<file path="src/rtl/mips_pkg.sv">
// rtl/mips_pkg.sv - shared encodings for the multi-cycle MIPS control path
// Contents: opcode/funct constants, alu_op, alu_src_b and pc_src encodings,
//           and the main control FSM state enum.
package mips_pkg;

   localparam logic [5:0] OP_RTYPE   = 6'b000000;
   localparam logic [5:0] OP_LW      = 6'b100011;
   localparam logic [5:0] OP_SW      = 6'b101011;
   localparam logic [5:0] OP_BEQ     = 6'b000100;
   localparam logic [5:0] OP_ADDI    = 6'b001000;
   localparam logic [5:0] OP_J       = 6'b000010;

   localparam logic [5:0] FUNCT_MULT = 6'b011100;

   localparam logic [1:0] ALUOP_ADD   = 2'b00;
   localparam logic [1:0] ALUOP_SUB   = 2'b01;
   localparam logic [1:0] ALUOP_FUNCT = 2'b10;

   localparam logic [1:0] SRCB_REG    = 2'b00;
   localparam logic [1:0] SRCB_FOUR   = 2'b01;
   localparam logic [1:0] SRCB_IMM    = 2'b10;
   localparam logic [1:0] SRCB_IMM_SH = 2'b11;

   localparam logic [1:0] PCSRC_ALU    = 2'b00;
   localparam logic [1:0] PCSRC_ALUOUT = 2'b01;
   localparam logic [1:0] PCSRC_JUMP   = 2'b10;

   typedef enum logic [3:0] {
      S_FETCH   = 4'd0,
      S_DECODE  = 4'd1,
      S_MEMADR  = 4'd2,
      S_MEMRD   = 4'd3,
      S_MEMWB   = 4'd4,
      S_MEMWR   = 4'd5,
      S_EXECUTE = 4'd6,
      S_ALUWB   = 4'd7,
      S_BRANCH  = 4'd8,
      S_ADDIEX  = 4'd9,
      S_ADDIWB  = 4'd10,
      S_JUMP    = 4'd11
   } state_t;

endpackage

</file>
<file path="src/rtl/mips_mult_timer.sv">
// rtl/mips_mult_timer.sv - EXECUTE residency counter for multi-cycle multiply
// Ports: clk, rst_n (sync, active low), en (in EXECUTE on a mult),
//        done (last multiply cycle; counter clears on the same edge).
module mips_mult_timer #(
   parameter int MULT_CYCLES = 4,
   parameter int CNT_W       = 4
) (
   input  logic clk,
   input  logic rst_n,
   input  logic en,
   output logic done
);

   logic [CNT_W-1:0] cnt;

   assign done = en && (cnt == CNT_W'(MULT_CYCLES - 1));

   // Clearing whenever en is low guarantees every multiply starts at zero,
   // including one started right after a reset or a non-mult R-type.
   always_ff @(posedge clk) begin
      if (!rst_n || !en || done) begin
         cnt <= '0;
      end else begin
         cnt <= cnt + 1'b1;
      end
   end

endmodule

</file>
<file path="src/rtl/mips_multicycle_ctrl.sv">
// rtl/mips_multicycle_ctrl.sv - main control FSM for the multi-cycle MIPS datapath
// Inputs : clk, rst_n (sync, active low), opcode/funct (from IR), zero (ALU),
//          mem_ready (memory completes the access this cycle).
// Outputs: memory strobes (mem_req, mem_write, iord), ir_write, register file
//          controls (reg_write, reg_dst, mem_to_reg), ALU selects (alu_src_a,
//          alu_src_b, alu_op), PC controls (pc_src, pc_en), illegal_op pulse.
module mips_multicycle_ctrl
   import mips_pkg::*;
#(
   parameter int MULT_CYCLES = 4,
   parameter int CNT_W       = 4
) (
   input  logic       clk,
   input  logic       rst_n,
   input  logic [5:0] opcode,
   input  logic [5:0] funct,
   input  logic       zero,
   input  logic       mem_ready,
   output logic       mem_req,
   output logic       mem_write,
   output logic       iord,
   output logic       ir_write,
   output logic       reg_write,
   output logic       reg_dst,
   output logic       mem_to_reg,
   output logic       alu_src_a,
   output logic [1:0] alu_src_b,
   output logic [1:0] alu_op,
   output logic [1:0] pc_src,
   output logic       pc_en,
   output logic       illegal_op
);

   state_t state;
   state_t state_next;
   logic   mult_en;
   logic   mult_done;

   assign mult_en = (state == S_EXECUTE) && (funct == FUNCT_MULT);

   mips_mult_timer #(
      .MULT_CYCLES (MULT_CYCLES),
      .CNT_W       (CNT_W)
   ) u_mult_timer (
      .clk   (clk),
      .rst_n (rst_n),
      .en    (mult_en),
      .done  (mult_done)
   );

   always_ff @(posedge clk) begin
      if (!rst_n) begin
         state <= S_FETCH;
      end else begin
         state <= state_next;
      end
   end

   always_comb begin
      state_next = S_FETCH;
      mem_req    = 1'b0;
      mem_write  = 1'b0;
      iord       = 1'b0;
      ir_write   = 1'b0;
      reg_write  = 1'b0;
      reg_dst    = 1'b0;
      mem_to_reg = 1'b0;
      alu_src_a  = 1'b0;
      alu_src_b  = SRCB_REG;
      alu_op     = ALUOP_ADD;
      pc_src     = PCSRC_ALU;
      pc_en      = 1'b0;
      illegal_op = 1'b0;

      case (state)
         S_FETCH: begin
            mem_req   = 1'b1;
            alu_src_b = SRCB_FOUR;
            // IR and PC+4 are committed only on the cycle the fetch completes.
            ir_write  = mem_ready;
            pc_en     = mem_ready;
            state_next = mem_ready ? S_DECODE : S_FETCH;
         end
         S_DECODE: begin
            alu_src_b = SRCB_IMM_SH;
            case (opcode)
               OP_LW, OP_SW: state_next = S_MEMADR;
               OP_RTYPE:     state_next = S_EXECUTE;
               OP_BEQ:       state_next = S_BRANCH;
               OP_ADDI:      state_next = S_ADDIEX;
               OP_J:         state_next = S_JUMP;
               default: begin
                  state_next = S_FETCH;
                  illegal_op = 1'b1;
               end
            endcase
         end
         S_MEMADR: begin
            alu_src_a  = 1'b1;
            alu_src_b  = SRCB_IMM;
            state_next = (opcode == OP_SW) ? S_MEMWR : S_MEMRD;
         end
         S_MEMRD: begin
            mem_req    = 1'b1;
            iord       = 1'b1;
            state_next = mem_ready ? S_MEMWB : S_MEMRD;
         end
         S_MEMWB: begin
            reg_write  = 1'b1;
            mem_to_reg = 1'b1;
         end
         S_MEMWR: begin
            mem_req    = 1'b1;
            iord       = 1'b1;
            mem_write  = 1'b1;
            state_next = mem_ready ? S_FETCH : S_MEMWR;
         end
         S_EXECUTE: begin
            alu_src_a = 1'b1;
            alu_op    = ALUOP_FUNCT;
            if (funct == FUNCT_MULT && !mult_done) begin
               state_next = S_EXECUTE;
            end else begin
               state_next = S_ALUWB;
            end
         end
         S_ALUWB: begin
            reg_write = 1'b1;
            reg_dst   = 1'b1;
         end
         S_BRANCH: begin
            alu_src_a = 1'b1;
            alu_op    = ALUOP_SUB;
            pc_src    = PCSRC_ALUOUT;
            pc_en     = zero;
         end
         S_ADDIEX: begin
            alu_src_a  = 1'b1;
            alu_src_b  = SRCB_IMM;
            state_next = S_ADDIWB;
         end
         S_ADDIWB: begin
            reg_write = 1'b1;
         end
         S_JUMP: begin
            pc_src = PCSRC_JUMP;
            pc_en  = 1'b1;
         end
         default: begin
            state_next = S_FETCH;
         end
      endcase

      // Reset must silence the datapath immediately, not one edge later.
      if (!rst_n) begin
         mem_req    = 1'b0;
         mem_write  = 1'b0;
         iord       = 1'b0;
         ir_write   = 1'b0;
         reg_write  = 1'b0;
         reg_dst    = 1'b0;
         mem_to_reg = 1'b0;
         alu_src_a  = 1'b0;
         alu_src_b  = SRCB_REG;
         alu_op     = ALUOP_ADD;
         pc_src     = PCSRC_ALU;
         pc_en      = 1'b0;
         illegal_op = 1'b0;
      end
   end

endmodule

</file>
<file path="config.mk">
export PLATFORM = sky130hd
export DESIGN_NAME = mips_multicycle_ctrl
export DESIGN_NICKNAME = d
export VERILOG_FILES = /design/src/rtl/mips_pkg.sv /design/src/rtl/mips_mult_timer.sv /design/src/rtl/mips_multicycle_ctrl.sv
export SDC_FILE = /design/constraint.sdc
export NUM_CORES = 1
export LEC_CHECK = 0
export ABC_CLOCK_PERIOD_IN_PS = 2200
export BUFFER_PORTS_ARGS = -buffer_cell sky130_fd_sc_hd__buf_2
export CAP_MARGIN = 20
export CORE_MARGIN = 2
export CORE_UTILIZATION = 45
export CTS_CLUSTER_SIZE = 16
export DETAILED_ROUTE_END_ITERATION = 8
export PLACE_DENSITY = 0.79
export SYNTH_ARGS = -nofsm -noshare
export SYNTH_HDL_FRONTEND = slang
export SYNTH_SLANG_ARGS = --single-unit
</file>
<file path="constraint.sdc">
create_clock -name clk -period 2.2 [get_ports clk]
set_input_delay 0.11 -clock clk [delete_from_list [all_inputs] [get_ports clk]]
set_output_delay 0.11 -clock clk [all_outputs]
set_load 0.05 [all_outputs]
</file>
### Word level (Yosys, flattened, before mapping)

Cells that the tools add are included.

* add/sub/neg operators: 1
* equal/unequal tests: 18
* multiplexer cells: 34
* reductions and logical operators: 17

Operator list (number)
* case mux 4 bit (7 select lines): 1
* 2-to-1 mux 1 bit: 22
* case mux 4 bit (5 select lines): 1
* equality test 4 x 3 -> 1 bit (second input constant): 4
* equality test 4 bit (second input constant): 4
* equality test 4 x 2 -> 1 bit (second input constant): 3
* equality test 6 bit (second input constant): 2
* 2-to-1 mux 3 bit: 3
* case mux 2 bit (2 select lines): 2
* equality test 6 x 2 -> 1 bit (second input constant): 1
* equality test 6 x 3 -> 1 bit (second input constant): 1
* equality test 6 x 4 -> 1 bit (second input constant): 1
* equality test 6 x 5 -> 1 bit (second input constant): 1
* logical NOT 6 bit: 1
* 2-to-1 mux 2 bit: 3
* case mux 2 bit (3 select lines): 1
* OR reduction 2 bit: 3
* OR reduction 3 bit: 2
* OR reduction 6 bit: 1
* adder 4 x 1 -> 4 bit (second input constant): 1
* equality test 4 x 1 -> 1 bit (second input constant): 1
* logical NOT 4 bit: 1
* OR reduction 4 bit: 1
* logical AND 1 bit: 3
* other kinds (3): 6

* register bits after elaboration: 8
* output and inout bits: 16

### Depth between registers and ports, before layout

* depth in word-level cells: 7
* mapped depth: 6

### Modules after synthesis

Synthesis repeated with hierarchy kept, for this count alone.

* cells, all modules: 108
* area, all modules: 802.0 µm²

Modules (own cells, without submodules)
* mips_multicycle_ctrl: times used 1, cells an instance 92, area an instance 626.9 µm², sequential area each 80.1 µm²
* mips_mult_timer: times used 1, cells an instance 16, area an instance 175.2 µm², sequential area each 80.1 µm²

### Worst setup path before layout

OpenSTA, ideal clock, no wires.

* path kind: reg2out
* from: reg state[3]
* to: out pc_en
* data arrival time: 2.948 ns
* data required time: 2.090 ns
* setup slack: -0.858 ns
* cell stages (with the launch flop): 6
* path through: dfxtp_1 -> clkbuf_1 -> nor2_1 -> nand2_1 -> nor4b_1 -> a211o_1

* word-level cells in the longest chain between the ends: 3
* elaborated cells on any way between the ends: 5
* those cells by class: 2 x eq/ne; 2 x mux; 1 x reduce/logical

Ends and longest elaborated chain
* start: declaration: line mips_multicycle_ctrl.sv:34 `state_t state;`
* start signal: assignment: line mips_multicycle_ctrl.sv:55 `state <= state_next;`
* equality test 4 bit / logical NOT 4 bit (equally long branches): line mips_multicycle_ctrl.sv:75 `case (state)`
* case mux 1 bit (3 select lines) (*): line mips_multicycle_ctrl.sv:75
* 2-to-1 mux 1 bit (*): line mips_multicycle_ctrl.sv:155 `if (!rst_n) begin`
* end: declaration: line mips_multicycle_ctrl.sv:30 `output logic pc_en,`

Every way passes the cells marked *; elsewhere a longest branch is shown, timed or not.

### Worst setup path after layout

* from: reg state[3]
* to: out reg_write

* word-level cells in the longest chain between the ends: 4
* elaborated cells on any way between the ends: 6
* those cells by class: 3 x eq/ne; 2 x mux; 1 x reduce/logical

Ends and longest elaborated chain
* equality test 4 x 3 -> 1 bit / equality test 4 bit (equally long branches): line mips_multicycle_ctrl.sv:75
* OR reduction 3 bit (no source line) (*)
* 2-to-1 mux 1 bit (*): line mips_multicycle_ctrl.sv:75
* 2-to-1 mux 1 bit (*): line mips_multicycle_ctrl.sv:155
* end: declaration: line mips_multicycle_ctrl.sv:23 `output logic reg_write,`

Marks and branches as above.

==> results.cfg <==
[floorplan]
io-pin-count = 32
floorplan.initialDensity = 0.471
floorplan.die.height_um = 43.2
dieArea_mm2 = 0.00187
floorplan.core_area_mm2 = 0.00147
core.rowCount = 14
chipWidth_um = 43.2

[worst_setup_path]
worstSetupPathType = flip-flop to primary output
timing.critical_path.required_ns = 2.09
r2r_start = u_mult_timer.cnt[0]
timing.critical_path.arrival_ns = 1.78
crit_fanout = 9
regToRegSetupSlack_ns = 0.55
worstSetupStartpointType = flip-flop
r2r.worst_path.cells = 5
timing.critical_path.to_type = primary output
regToRegEndpoint = u_mult_timer.cnt[3]

[clocking]
cts_hold_buffers = 0
clock_latency_ns = 0.24
clock_slew_seen_by_the_registers_of_the_worst_setup_and_hold_paths_ns = 0.05
clock_tree.root_cell = sky130_fd_sc_hd__clkbuf_4
htreeDepth = 1
post-cts-setup-buffer-count = 0
tritoncts = yes
numCtsBuffers = 3
clock_sinks = 8
cts_buffer_depth = 2
post_cts.resized_instances = 0

[pwr]
clock_power_share = 0.308
switching_power_w = 0.000103
leakagePower_nw = 0.388
power.density_cell_area_mw_per_mm2 = 387
power.sequential.fraction = 0.447
ir_worst_vdd_mv = 0.299
power_switching_share = 0.300
cell_internal_pwr_w = 0.000239
combinationalPowerShare = 0.245

[route]
wirelength_mm = 1.69
viasPerCell = 5.68
vias = 818
wl_per_cell_um = 11.8
postRouteAntennaNets = 0
first_pass_iters = 4
drc = 0
drt_first_iter_violations = 12

[global_routing]
overflow = 0
global_route_wire_length_before_repair_mm = 2.94
initial_antenna_violation_count = 0
grt_max_degree = 19
groute.usage.overall = 0.204
first_global_vias = 770

[timing]
setup-tns-final_ns = 0
clock-skew-final_ns = 0.00267
grt_setup_unrepaired = no
min_period_ns = 1.89
postLayoutSetupSlackWorst_ns = 0.314
timing.fmax_mhz = 530
min_period_over_period = 0.857
max_slew_margin = 0.681
report.final.setup_viol = 0
slew_at_the_pin_closest_to_its_max_slew_limit_ns = 0.477
count_of_final_max_slew_check_failures = 0
timing.final.hold_violations = 0

[hold_path]
timing.hold.worst_path_depth = 4
holdCritStartpoint = opcode[5]
hold_class = input port to flip-flop
holdPathEnd = state[0]

[synthesis]
synth.top_cells.by_area = sky130_fd_sc_hd__dfxtp_1 23%, sky130_fd_sc_hd__nor3_1 7.2%, sky130_fd_sc_hd__nor2_1 7.0%
synthMuxAreaShare = 0
synth_cells = 100
synth_area_per_cell_um2 = 6.93
synth.yosys.seq_area_share = 0.231
synth_compound_area_frac = 0.193
synth.top_cell.area_share = 0.231
synth-adder-area-share = 0.0181
netlist.top_cell.by_area = sky130_fd_sc_hd__dfxtp_1
synth_top_family_by_area = simple AND/OR/NAND/NOR gates
mappedNetlistNets = 117
simple_gate_area_share_of_the_yosys_netlist = 0.446
yosysWarnings = 0
synth.distinct_cells = 34
mappedNetlistArea_um2 = 693
synth_xor_xnor_area_share = 0.0632
yosys_register_bits = 8

[run]
max_cap_viol_count = 0

[placement]
place_worst_setup_slack_ns = 0.397
finalWeightedCongestion = 0.900
place.port_buffers = 31
dp_hpwl_mm = 1.36

[layout]
antenna_cells = 0
design.final.nets = 147
area_growth_syn_to_layout_pct = 27.3
drive_gt1_frac = 0.320

[run_status]
outcome = complete, no violations
[worst max-delay path by stage]
stage,cells past startpoint,endpoint,startpoint
final,4,reg_write,state[3]
after global routing,4,reg_write,state[0]
after CTS,4,reg_write,state[1]
after detailed placement,4,reg_write,state[1]
after global placement,4,reg_write,state[1]
after floorplan,5,pc_en,state[3]
[cell type report]
class                   count  area, µm²
well taps                  16       20.0
flip-flops and latches      8        161
repair buffers             31        155
multi-input cells          84        515
fillers                   163        589
clock buffers               3       22.5
inverters                   2       7.51
[cells in the mapped netlist]
| cell | count |
|---|---|
| sky130_fd_sc_hd__and3_1 | 2 |
| sky130_fd_sc_hd__o21a_1 | 2 |
| sky130_fd_sc_hd__nand2_1 | 7 |
| sky130_fd_sc_hd__nor3_1 | 10 |
| sky130_fd_sc_hd__nor4_1 | 1 |
| sky130_fd_sc_hd__nand3b_1 | 2 |
| sky130_fd_sc_hd__o211ai_1 | 1 |
| sky130_fd_sc_hd__nor3b_1 | 4 |
| sky130_fd_sc_hd__or2_2 | 1 |
| sky130_fd_sc_hd__nand4b_1 | 1 |
| sky130_fd_sc_hd__o21ai_0 | 8 |
| sky130_fd_sc_hd__a2111oi_0 | 1 |
| sky130_fd_sc_hd__a21boi_0 | 1 |
| sky130_fd_sc_hd__a31oi_1 | 2 |
| sky130_fd_sc_hd__nor2_1 | 13 |
| sky130_fd_sc_hd__nand2b_1 | 2 |
| sky130_fd_sc_hd__nor4b_1 | 1 |
| sky130_fd_sc_hd__dfxtp_1 | 8 |
| sky130_fd_sc_hd__clkbuf_1 | 3 |
| sky130_fd_sc_hd__or3_4 | 1 |
| sky130_fd_sc_hd__nor2b_1 | 4 |
| sky130_fd_sc_hd__ha_1 | 1 |
| sky130_fd_sc_hd__or4_1 | 1 |
| sky130_fd_sc_hd__or3b_2 | 1 |
| sky130_fd_sc_hd__o2bb2a_1 | 1 |
| sky130_fd_sc_hd__a211o_1 | 2 |
| sky130_fd_sc_hd__xor2_1 | 2 |
| sky130_fd_sc_hd__xnor2_1 | 3 |
| sky130_fd_sc_hd__a21oi_1 | 3 |
| sky130_fd_sc_hd__inv_1 | 2 |
| sky130_fd_sc_hd__clkbuf_2 | 1 |
| sky130_fd_sc_hd__buf_2 | 2 |
| sky130_fd_sc_hd__nand3_1 | 5 |
| sky130_fd_sc_hd__or3_1 | 1 |
[through the flow]
stage / std cells / power, W / cell area, µm² / utilization / hold slack, ns
2_1_floorplan: 100 / 0.000211 / 709 / - / 0.298
3_3_place_gp: 141 / 0.000238 / 858 / 0.583 / 0.429
4_1_cts: 144 / 0.000348 / 881 / 0.599 / 0.207
3_5_place_dp: 141 / 0.000239 / 858 / 0.583 / 0.452
5_1_grt: 144 / 0.000363 / 882 / 0.599 / 0.239
6_report: 144 / 0.000342 / 882 / 0.599 / 0.219
[power by group through the flow]
stage               combinational [W]  sequential [W]  clock [W]
floorplan                   0.0000603        0.000151          0
global placement            0.0000821        0.000155          0
detailed placement          0.0000834        0.000156          0
CTS                         0.0000837        0.000152   0.000112
global route                0.0000905        0.000154   0.000118
finish                      0.0000837        0.000153   0.000105
[flip-flops by register name, indices dropped and copies added, names as in the netlist]
register,flops
u_mult_timer.cnt,4
state,4
[logic make-up after synthesis]
logic type,count (synthesis)
compound gates,21
xor+xnor,5
fa+ha+maj,1
buf+inv,8
flops,8
simple gates,57
[cell usage in the layout, fill, tap and decap left out]
master	n
sky130_fd_sc_hd__buf_2	31
sky130_fd_sc_hd__nor2_1	13
sky130_fd_sc_hd__nor3_1	8
sky130_fd_sc_hd__o21ai_0	8
sky130_fd_sc_hd__nand2_1	7
sky130_fd_sc_hd__dfxtp_1	7
sky130_fd_sc_hd__nand3_1	5
sky130_fd_sc_hd__nor2b_1	4
sky130_fd_sc_hd__nor3b_1	4
sky130_fd_sc_hd__xnor2_1	3
sky130_fd_sc_hd__a21oi_1	3
sky130_fd_sc_hd__clkbuf_4	3
sky130_fd_sc_hd__nand3b_1	2
sky130_fd_sc_hd__nor3_2	2
sky130_fd_sc_hd__nand2b_1	2
sky130_fd_sc_hd__and3_1	2
sky130_fd_sc_hd__xor2_1	2
sky130_fd_sc_hd__a211o_1	2
sky130_fd_sc_hd__inv_1	2
sky130_fd_sc_hd__o21a_1	2
sky130_fd_sc_hd__a31oi_1	2
sky130_fd_sc_hd__nor4_1	1
sky130_fd_sc_hd__o211ai_1	1
sky130_fd_sc_hd__nor4b_2	1
sky130_fd_sc_hd__or3_1	1
sky130_fd_sc_hd__a21boi_1	1
sky130_fd_sc_hd__or2_2	1
sky130_fd_sc_hd__o2bb2a_1	1
sky130_fd_sc_hd__a2111oi_0	1
sky130_fd_sc_hd__nand4b_1	1
sky130_fd_sc_hd__or4_1	1
sky130_fd_sc_hd__or3_4	1
sky130_fd_sc_hd__or3b_2	1
sky130_fd_sc_hd__ha_1	1
sky130_fd_sc_hd__dfxtp_2	1
[per-layer routing]
metal	vias to the layer above	routed length, µm	GRT usage	part of all wire
met5	-	0	0	0
met1	366	750	0.246	0.44
met3	2	113	0.0383	0.067
met4	0	13	0.0970	0.0077
li1	419	-	-	-
met2	31	816	0.343	0.48
[critical path, cell delays in order, from the launching register on]
cell	delay (ns)
sky130_fd_sc_hd__dfxtp_1	0.51
sky130_fd_sc_hd__inv_1	0.19
sky130_fd_sc_hd__or3_1	0.39
sky130_fd_sc_hd__a21boi_1	0.16
sky130_fd_sc_hd__buf_2	0.28
(Power assumes the default switching activity.)
